**src/rtl/csa_64_pkg.sv**
```systemverilog
// Shared constants for the 64-bit carry-select adder.
// Datapath: 16 blocks of 4 bits. Used by csa_64_adder and rca_4.
package csa_64_pkg;

    localparam int CSA_WIDTH      = 64;
    localparam int CSA_BLOCK_W    = 4;
    localparam int CSA_NUM_BLOCKS = 16;

endpackage : csa_64_pkg

```
**src/rtl/csa_64_adder_rca_4.sv**
```systemverilog
// rca_4: 4-bit ripple-carry adder, the building block of the carry-select chain.
// Purely combinational: {cout,sum} = a + b + cin.
module rca_4
    import csa_64_pkg::*;
(
    input  logic [CSA_BLOCK_W-1:0] a,
    input  logic [CSA_BLOCK_W-1:0] b,
    input  logic                   cin,
    output logic [CSA_BLOCK_W-1:0] sum,
    output logic                   cout
);

    logic ripple_c;

    // Bit-serial ripple: each full adder feeds its carry to the next bit.
    always_comb begin
        ripple_c = cin;
        sum      = '0;
        for (int i = 0; i < CSA_BLOCK_W; i++) begin
            sum[i]   = a[i] ^ b[i] ^ ripple_c;
            ripple_c = (a[i] & b[i]) | (ripple_c & (a[i] ^ b[i]));
        end
        cout = ripple_c;
    end

endmodule : rca_4

```
**src/rtl/csa_64_adder.sv**
```systemverilog
// csa_64_adder: registered 64-bit carry-select adder, {cout,sum} = a + b + cin.
// Block 0 is a plain ripple adder fed by cin; blocks 1..15 each precompute the
// result for carry-in 0 and 1 and the previous block's carry picks one.
// Optional macro CSA_64_INPUT_REG_EN adds an input register stage (latency 2);
// without it latency is 1 cycle.
module csa_64_adder
    import csa_64_pkg::*;
(
    input  logic                 clk,
    input  logic                 rst,
    input  logic [CSA_WIDTH-1:0] a,
    input  logic [CSA_WIDTH-1:0] b,
    input  logic                 cin,
    output logic [CSA_WIDTH-1:0] sum,
    output logic                 cout
);

    logic [CSA_WIDTH-1:0] op_a;
    logic [CSA_WIDTH-1:0] op_b;
    logic                 op_cin;

`ifdef CSA_64_INPUT_REG_EN
    logic [CSA_WIDTH-1:0] a_q, a_d;
    logic [CSA_WIDTH-1:0] b_q, b_d;
    logic                 cin_q, cin_d;

    // Input stage next-state: sample the operands every cycle, no stall.
    always_comb begin
        a_d   = a;
        b_d   = b;
        cin_d = cin;
    end

    // Input stage registers, cleared asynchronously while rst is low.
    always_ff @(posedge clk or negedge rst) begin
        if (!rst) begin
            a_q   <= '0;
            b_q   <= '0;
            cin_q <= 1'b0;
        end else begin
            a_q   <= a_d;
            b_q   <= b_d;
            cin_q <= cin_d;
        end
    end

    assign op_a   = a_q;
    assign op_b   = b_q;
    assign op_cin = cin_q;
`else
    assign op_a   = a;
    assign op_b   = b;
    assign op_cin = cin;
`endif

    // Per-block candidate results; index 0 of the "0" set is the real block 0.
    logic [CSA_BLOCK_W-1:0] blk_sum0  [CSA_NUM_BLOCKS];
    logic                   blk_cout0 [CSA_NUM_BLOCKS];
    logic [CSA_BLOCK_W-1:0] blk_sum1  [1:CSA_NUM_BLOCKS-1];
    logic                   blk_cout1 [1:CSA_NUM_BLOCKS-1];

    rca_4 u_rca_blk0 (
        .a    (op_a[CSA_BLOCK_W-1:0]),
        .b    (op_b[CSA_BLOCK_W-1:0]),
        .cin  (op_cin),
        .sum  (blk_sum0[0]),
        .cout (blk_cout0[0])
    );

    for (genvar gi = 1; gi < CSA_NUM_BLOCKS; gi++) begin : g_blk
        rca_4 u_rca_c0 (
            .a    (op_a[gi*CSA_BLOCK_W +: CSA_BLOCK_W]),
            .b    (op_b[gi*CSA_BLOCK_W +: CSA_BLOCK_W]),
            .cin  (1'b0),
            .sum  (blk_sum0[gi]),
            .cout (blk_cout0[gi])
        );
        rca_4 u_rca_c1 (
            .a    (op_a[gi*CSA_BLOCK_W +: CSA_BLOCK_W]),
            .b    (op_b[gi*CSA_BLOCK_W +: CSA_BLOCK_W]),
            .cin  (1'b1),
            .sum  (blk_sum1[gi]),
            .cout (blk_cout1[gi])
        );
    end

    logic [CSA_WIDTH-1:0]    sum_q, sum_d;
    logic                    cout_q, cout_d;
    logic [CSA_NUM_BLOCKS:1] blk_carry;

    // Carry-select chain: the previous block's carry muxes each block's sum and carry.
    always_comb begin
        sum_d                  = '0;
        blk_carry              = '0;
        sum_d[CSA_BLOCK_W-1:0] = blk_sum0[0];
        blk_carry[1]           = blk_cout0[0];
        for (int i = 1; i < CSA_NUM_BLOCKS; i++) begin
            sum_d[i*CSA_BLOCK_W +: CSA_BLOCK_W] = blk_carry[i] ? blk_sum1[i]  : blk_sum0[i];
            blk_carry[i+1]                      = blk_carry[i] ? blk_cout1[i] : blk_cout0[i];
        end
        cout_d = blk_carry[CSA_NUM_BLOCKS];
    end

    // Output registers, cleared asynchronously while rst is low.
    always_ff @(posedge clk or negedge rst) begin
        if (!rst) begin
            sum_q  <= '0;
            cout_q <= 1'b0;
        end else begin
            sum_q  <= sum_d;
            cout_q <= cout_d;
        end
    end

    assign sum  = sum_q;
    assign cout = cout_q;

endmodule : csa_64_adder

```
**config.mk**
```make
export PLATFORM = sky130hd
export DESIGN_NAME = csa_64_adder
export DESIGN_NICKNAME = d
export VERILOG_FILES = /design/src/rtl/csa_64_pkg.sv /design/src/rtl/csa_64_adder_rca_4.sv /design/src/rtl/csa_64_adder.sv
export SDC_FILE = /design/constraint.sdc
export NUM_CORES = 1
export LEC_CHECK = 0
export BUFFER_PORTS_ARGS = -buffer_cell sky130_fd_sc_hd__buf_2
export CORE_AREA = 4 4 137 100
export CTS_BUF_LIST = sky130_fd_sc_hd__clkbuf_8
export DETAILED_ROUTE_END_ITERATION = 6
export DIE_AREA = 0 0 141 104
export GPL_TIMING_DRIVEN = 0
export PLACE_DENSITY = 0.83
export REMOVE_ABC_BUFFERS = 1
export SETUP_SLACK_MARGIN = 0.2
export SLEW_MARGIN = 20
export SYNTH_ARGS = -nofsm -noshare
export SYNTH_HDL_FRONTEND = slang
export SYNTH_HIERARCHICAL = 1
export SYNTH_SLANG_ARGS = --single-unit
export TNS_END_PERCENT = 5
```
**constraint.sdc**
```tcl
create_clock -name clk -period 0.8 [get_ports clk]
set_input_delay 0.04 -clock clk [delete_from_list [all_inputs] [get_ports clk]]
set_output_delay 0.04 -clock clk [all_outputs]
set_load 0.02 [all_outputs]
```
**Yosys cells after proc, flatten, opt, wreduce, memory -nomap -nowiden**

Cells that the tools add are included.

- Flip-flop bits (word level): 65
- Output and inout port bits: 65
- Input port bits: 131

- Bitwise gates (word level): 440
- Multiplexer cells: 30

Operators by type and width:

| operator | count |
|---|---|
| bitwise AND 1 bit | 158 |
| bitwise XOR 1 bit | 158 |
| OR 1 bit | 109 |
| two-way mux 4 bit | 15 |
| two-way mux 1 bit | 15 |
| NOT 1 bit | 15 |

**Depth between registers and ports, before layout**

- Depth after elaboration: 24
- Gate-level depth with buffers: 19

**By module**

Netlist, hierarchy kept.

Modules (own cells, without submodules):

| module | area each (um^2) | cells each | seq. area each (um^2) | times used |
|---|---|---|---|---|
| rca_4 | 117.6 | 14 | 0.0 | 31 |
| csa_64_adder | 3016.6 | 216 | 1626.6 | 1 |

**Worst setup path before layout**

OpenSTA, ideal clock, no wires.

- Path type: input to register
- Start point: input port a[0]
- End point: register sum_q[40] (netlist: sum[40])
- Path slack: -2.990 ns
- Buffers on the path: 1
- Stages: 17
- Data required time: 0.675 ns
- Arrival: 3.665 ns
- Path through: fa_1 inv_1 fa_1 inv_1 fa_1 inv_1 fa_1 inv_1 buf_6 mux2i_4 and4bb_2 nor3_2 a21boi_0 a21oi_4 mux2i_2 mux2i_2 mux2_2

- Word-level cells in the longest chain between the ends: 19
- Elaborated cells between the ends (all ways): 20

RTL lines:

| what | line | RTL |
|---|---|---|
| start: declaration | csa_64_adder.sv:11 | `input logic [CSA_WIDTH-1:0] a,` |
| bitwise XOR 1 bit | csa_64_adder_rca_4.sv:21 | `ripple_c = (a[i] & b[i]) \| (ripple_c & (a[i] ^ b[i]));` |
| bitwise AND 1 bit | csa_64_adder_rca_4.sv:21 |  |
| OR 1 bit (*) | csa_64_adder_rca_4.sv:21 |  |
| bitwise AND 1 bit (*) | csa_64_adder_rca_4.sv:21 |  |
| OR 1 bit (*) | csa_64_adder_rca_4.sv:21 |  |
| bitwise AND 1 bit (*) | csa_64_adder_rca_4.sv:21 |  |
| OR 1 bit (*) | csa_64_adder_rca_4.sv:21 |  |
| bitwise AND 1 bit (*) | csa_64_adder_rca_4.sv:21 |  |
| OR 1 bit (*) | csa_64_adder_rca_4.sv:21 |  |
| net blk_carry (one bit) | csa_64_adder.sv:89 | `logic [CSA_NUM_BLOCKS:1] blk_carry;` |
| two-way mux 1 bit (*) (9 in a row) | csa_64_adder.sv:99 | `blk_carry[i+1] = blk_carry[i] ? blk_cout1[i] : blk_cout0[i];` |
| two-way mux 4 bit (*) | csa_64_adder.sv:98 | `sum_d[i*CSA_BLOCK_W +: CSA_BLOCK_W] = blk_carry[i] ? blk_sum1[i] : blk_sum0[i];` |
| net sum_d[40] | csa_64_adder.sv:87 | `logic [CSA_WIDTH-1:0] sum_q, sum_d;` |
| end signal: assignment | csa_64_adder.sv:110 | `sum_q <= sum_d;` |
| end: declaration | csa_64_adder.sv:87 |  |

The timed path passes the listed nets; every way through them passes the cells marked *.

**Worst setup path in the final report**

- Start point: input port a[0]
- End point: register sum_q[55] (netlist: sum[55])

- Word-level cells in the longest chain between the ends: 22
- Elaborated cells between the ends (all ways): 23

RTL lines:

| what | line |
|---|---|
| bitwise XOR 1 bit | csa_64_adder_rca_4.sv:21 |
| bitwise AND 1 bit | csa_64_adder_rca_4.sv:21 |
| OR 1 bit (*) | csa_64_adder_rca_4.sv:21 |
| bitwise AND 1 bit (*) | csa_64_adder_rca_4.sv:21 |
| OR 1 bit (*) | csa_64_adder_rca_4.sv:21 |
| bitwise AND 1 bit (*) | csa_64_adder_rca_4.sv:21 |
| OR 1 bit (*) | csa_64_adder_rca_4.sv:21 |
| bitwise AND 1 bit (*) | csa_64_adder_rca_4.sv:21 |
| OR 1 bit (*) | csa_64_adder_rca_4.sv:21 |
| net blk_carry (one bit) | csa_64_adder.sv:89 |
| two-way mux 1 bit (*) (12 in a row) | csa_64_adder.sv:99 |
| two-way mux 4 bit (*) | csa_64_adder.sv:98 |
| net sum_d[55] | csa_64_adder.sv:87 |

Marks and branches as above.

==> flow_metrics.tcl <==
set metrics [dict create \
    nNetsFinal 1164 \
    drive_above_1_share_pct 42.01 \
    synth_top_area_share_pct 37.26 \
    grt_max_degree 39 \
    dpl_cell_area_sq_um 7934 \
    top_layer "met5" \
    clockBufferDepth 2 \
    root_buffer "clkbuf_8" \
    slew_viol_final 0 \
    finalInstanceArea_sq_um 8872 \
    io_buffers 195 \
    firstDrtPassIters 5 \
    slew_headroom_pct 65.42 \
    clkSinkCount 65 \
    finalSetupViolCount 128 \
    synth_ff_type "dfrtp_1" \
    synth_top_area_cell "fa_1" \
    leakagePower_nw 5.050 \
    htree_levels 3 \
    grt.total_usage_pct 20.58 \
    critPathKind "input pin to register" \
    ys_ff_latch 65 \
    vias_per_cell 4.498 \
    first_iter_violations 134 \
    crit_fanout 7 \
    crit_path_frequent_cell "fa_2" \
    io_pins 196 \
    netlist_top_cells_area "fa_1 (37%), dfrtp_1 (24%), inv_1 (17%)" \
    crit_chain "buf_6, fa_2, inv_2, fa_2, inv_2, fa_2, inv_2, fa_2, inv_4, mux2i_4, and4bb_2, nor3_4, a21boi_2, a21oi_4, buf_12, mux2i_4, mux2i_4, mux2_4" \
    dp_hpwl_um 12110 \
    slowest_stage "mux2i_4" \
    post-route-period-util_pct 428.3 \
    cts.reportedPaths.clkPinSlew_ps 70 \
    cpPeakStageDelay_ps 410 \
    synth_cells 650 \
    ys_async_sr_fraction_pct 100.0 \
    globalRouteOverflowTotal 0 \
    synth_cell_types 41 \
    violations "hold timing, setup timing" \
    cts_tree "built" \
    max_freq_mhz 291.8 \
    dr_wl_met3_um 1178 \
    first_global_vias 5362 \
    die_x_um 141 \
    status "finished, violations left" \
    yosysWarningCount 6 \
    syn_avg_cell_area_sq_um 10.25 \
    row_count 34 \
    synth_edf_count 0 \
    pwr_density_cell_nw_per_um2 1886 \
    worst_slew_pin_slew_ps 504.3 \
    n_fill_cell 897 \
    final_cell_mix "inv_1 (287), buf_2 (174), fa_1 (96)" \
    syn_area_sq_um 6663 \
    start_kind "input pin" \
    max-cap-violations 0 \
    crit_path_start "a[0]" \
    cts_made_buffers 9 \
    finalHoldWorstSlack_ps -396.0 \
    rsz0062_at_grt "true" \
    drt-met1-wl_um 5543 \
    finalWeightedCongestion 0.8119 \
    vias 4840 \
    hold_class "input pin to asynchronous set/reset pin" \
    core-area_sq_um 12250 \
    antenna_found_initial 1 \
    mostFrequentLayoutCell "inv_1" \
    p_total_mw 16.73 \
    start_util_pct 54.38 \
    ant_nets 0 \
    cp.required_ps 1040 \
    min_period_ps 3427 \
    dr_wl_met2_um 7998 \
    setup_ws_ps -2627 \
    die_y_um 104 \
    grt_pass1_wl_um 24230 \
    hold_viol 67 \
    diodes 0 \
    die_area_sq_um 14660 \
    cp.arrival_ps 3660 \
    ir_worst_vdd_mv 1.189 \
    area_delta_synth_final_pct 33.16 \
    routed_wl_um 14900 \
    wl_per_cell_um 13.85 \
    drc_errors 0 \
    endpoint_kind "register" \
    yosysSeqAreaShare_pct 24.41 \
    fin_setup_tns_ps -138390 \
]
## where the power goes
group / internal [mW] / leakage, nW / switching (mW)
clock: 1.50 / 0.0995 / 1.37
combinational: 4.34 / 4.19 / 4.90
sequential: 4.31 / 0.760 / 0.323
total: 10.1 / 5.05 / 6.59
## final cells by class
cell class	instances	area [sq um]	area share [%]
Multi-Input combinational cell	298	4303	48.50
Sequential cell	65	1627	18.33
Timing Repair Buffer	225	1373	15.47
Inverter	310	1171	13.20
Tap cell	162	202.7	2.285
Clock buffer	10	137.6	1.551
Clock inverter	6	58.81	0.6628
## critical path: cells and delay by family
family | cells | cell delay, ps
fa+ha+maj | 4 | 1110
buf+inv | 6 | 440
compound gates | 2 | 260
mux | 4 | 1270
simple gates | 2 | 510
## routing by layer
layer / vias up / track usage [%]
li1: 2281 / -
met2: 141 / 36.65
met4: 2 / 4.910
met3: 16 / 6.847
met5: - / 0
met1: 2400 / 24.05
## Yosys cell counts, types with 2 or more instances
library cell and number:
conb_1 2, mux2i_4 2, mux2i_2 6, a22oi_1 6
inv_1 310, mux2i_1 8, buf_6 2, dfrtp_1 65
nand3b_1 3, fa_1 124, a21boi_0 4, nor4b_1 5
o211ai_1 2, nand2b_1 7, buf_1 2, nand3_1 3
a311o_1 5, nor2_1 4, a21oi_1 4, o21ai_0 2
nand2_1 9, mux2_2 56
## cell families (layout without fill, tap and decap cells)
kind of cell               Yosys count  after routing  share of synthesized area [%]
other                                2             30                         0.1127
and+or+nand+nor                     44             44                          4.282
DFF                                 65             65                          24.41
buffers and inverters              315            551                          17.99
muxes                               72             72                          12.58
adders and majority gates          124            124                          37.26
AOI/OAI and AO/OA                   28             28                          3.362
## sequential cells by signal (all words and copies together) (netlist names)
name	flops
sum	64
cout	1
## metrics by stage
step / instances / setup WS, ps / hold slack, ps / utilization (%)
finish: 1076 / -2627 / -396.0 / 72.42
global route: 1076 / -2765 / -382.8 / 72.42
CTS: 1066 / -2651 / -401.9 / 69.30
detailed placement: 1031 / -3756 / -11.31 / 64.76
global placement: 1030 / -3693 / 301.7 / 64.57
floorplan: 673 / -2967 / -255.6 / -
## timing repair
action                                  4_1_cts  5_1_grt
buffers inserted                             19       10
hold endpoints to repair                     67       30
gates cloned                                  0        0
gates resized for setup                      60      101
endpoints found under the setup margin      129      129
pin swaps                                    12       19
## final timing paths
check	endpoint	slack, ps	cells past startpoint
max	sum[55]$_DFF_PN0_	-2630	18
min	sum[45]$_DFF_PN0_	-400	1
max in group asynchronous	sum[12]$_DFF_PN0_	650	2
min in group clk	sum[0]$_DFF_PN0_	-40	2
(Power assumes the default switching activity.)
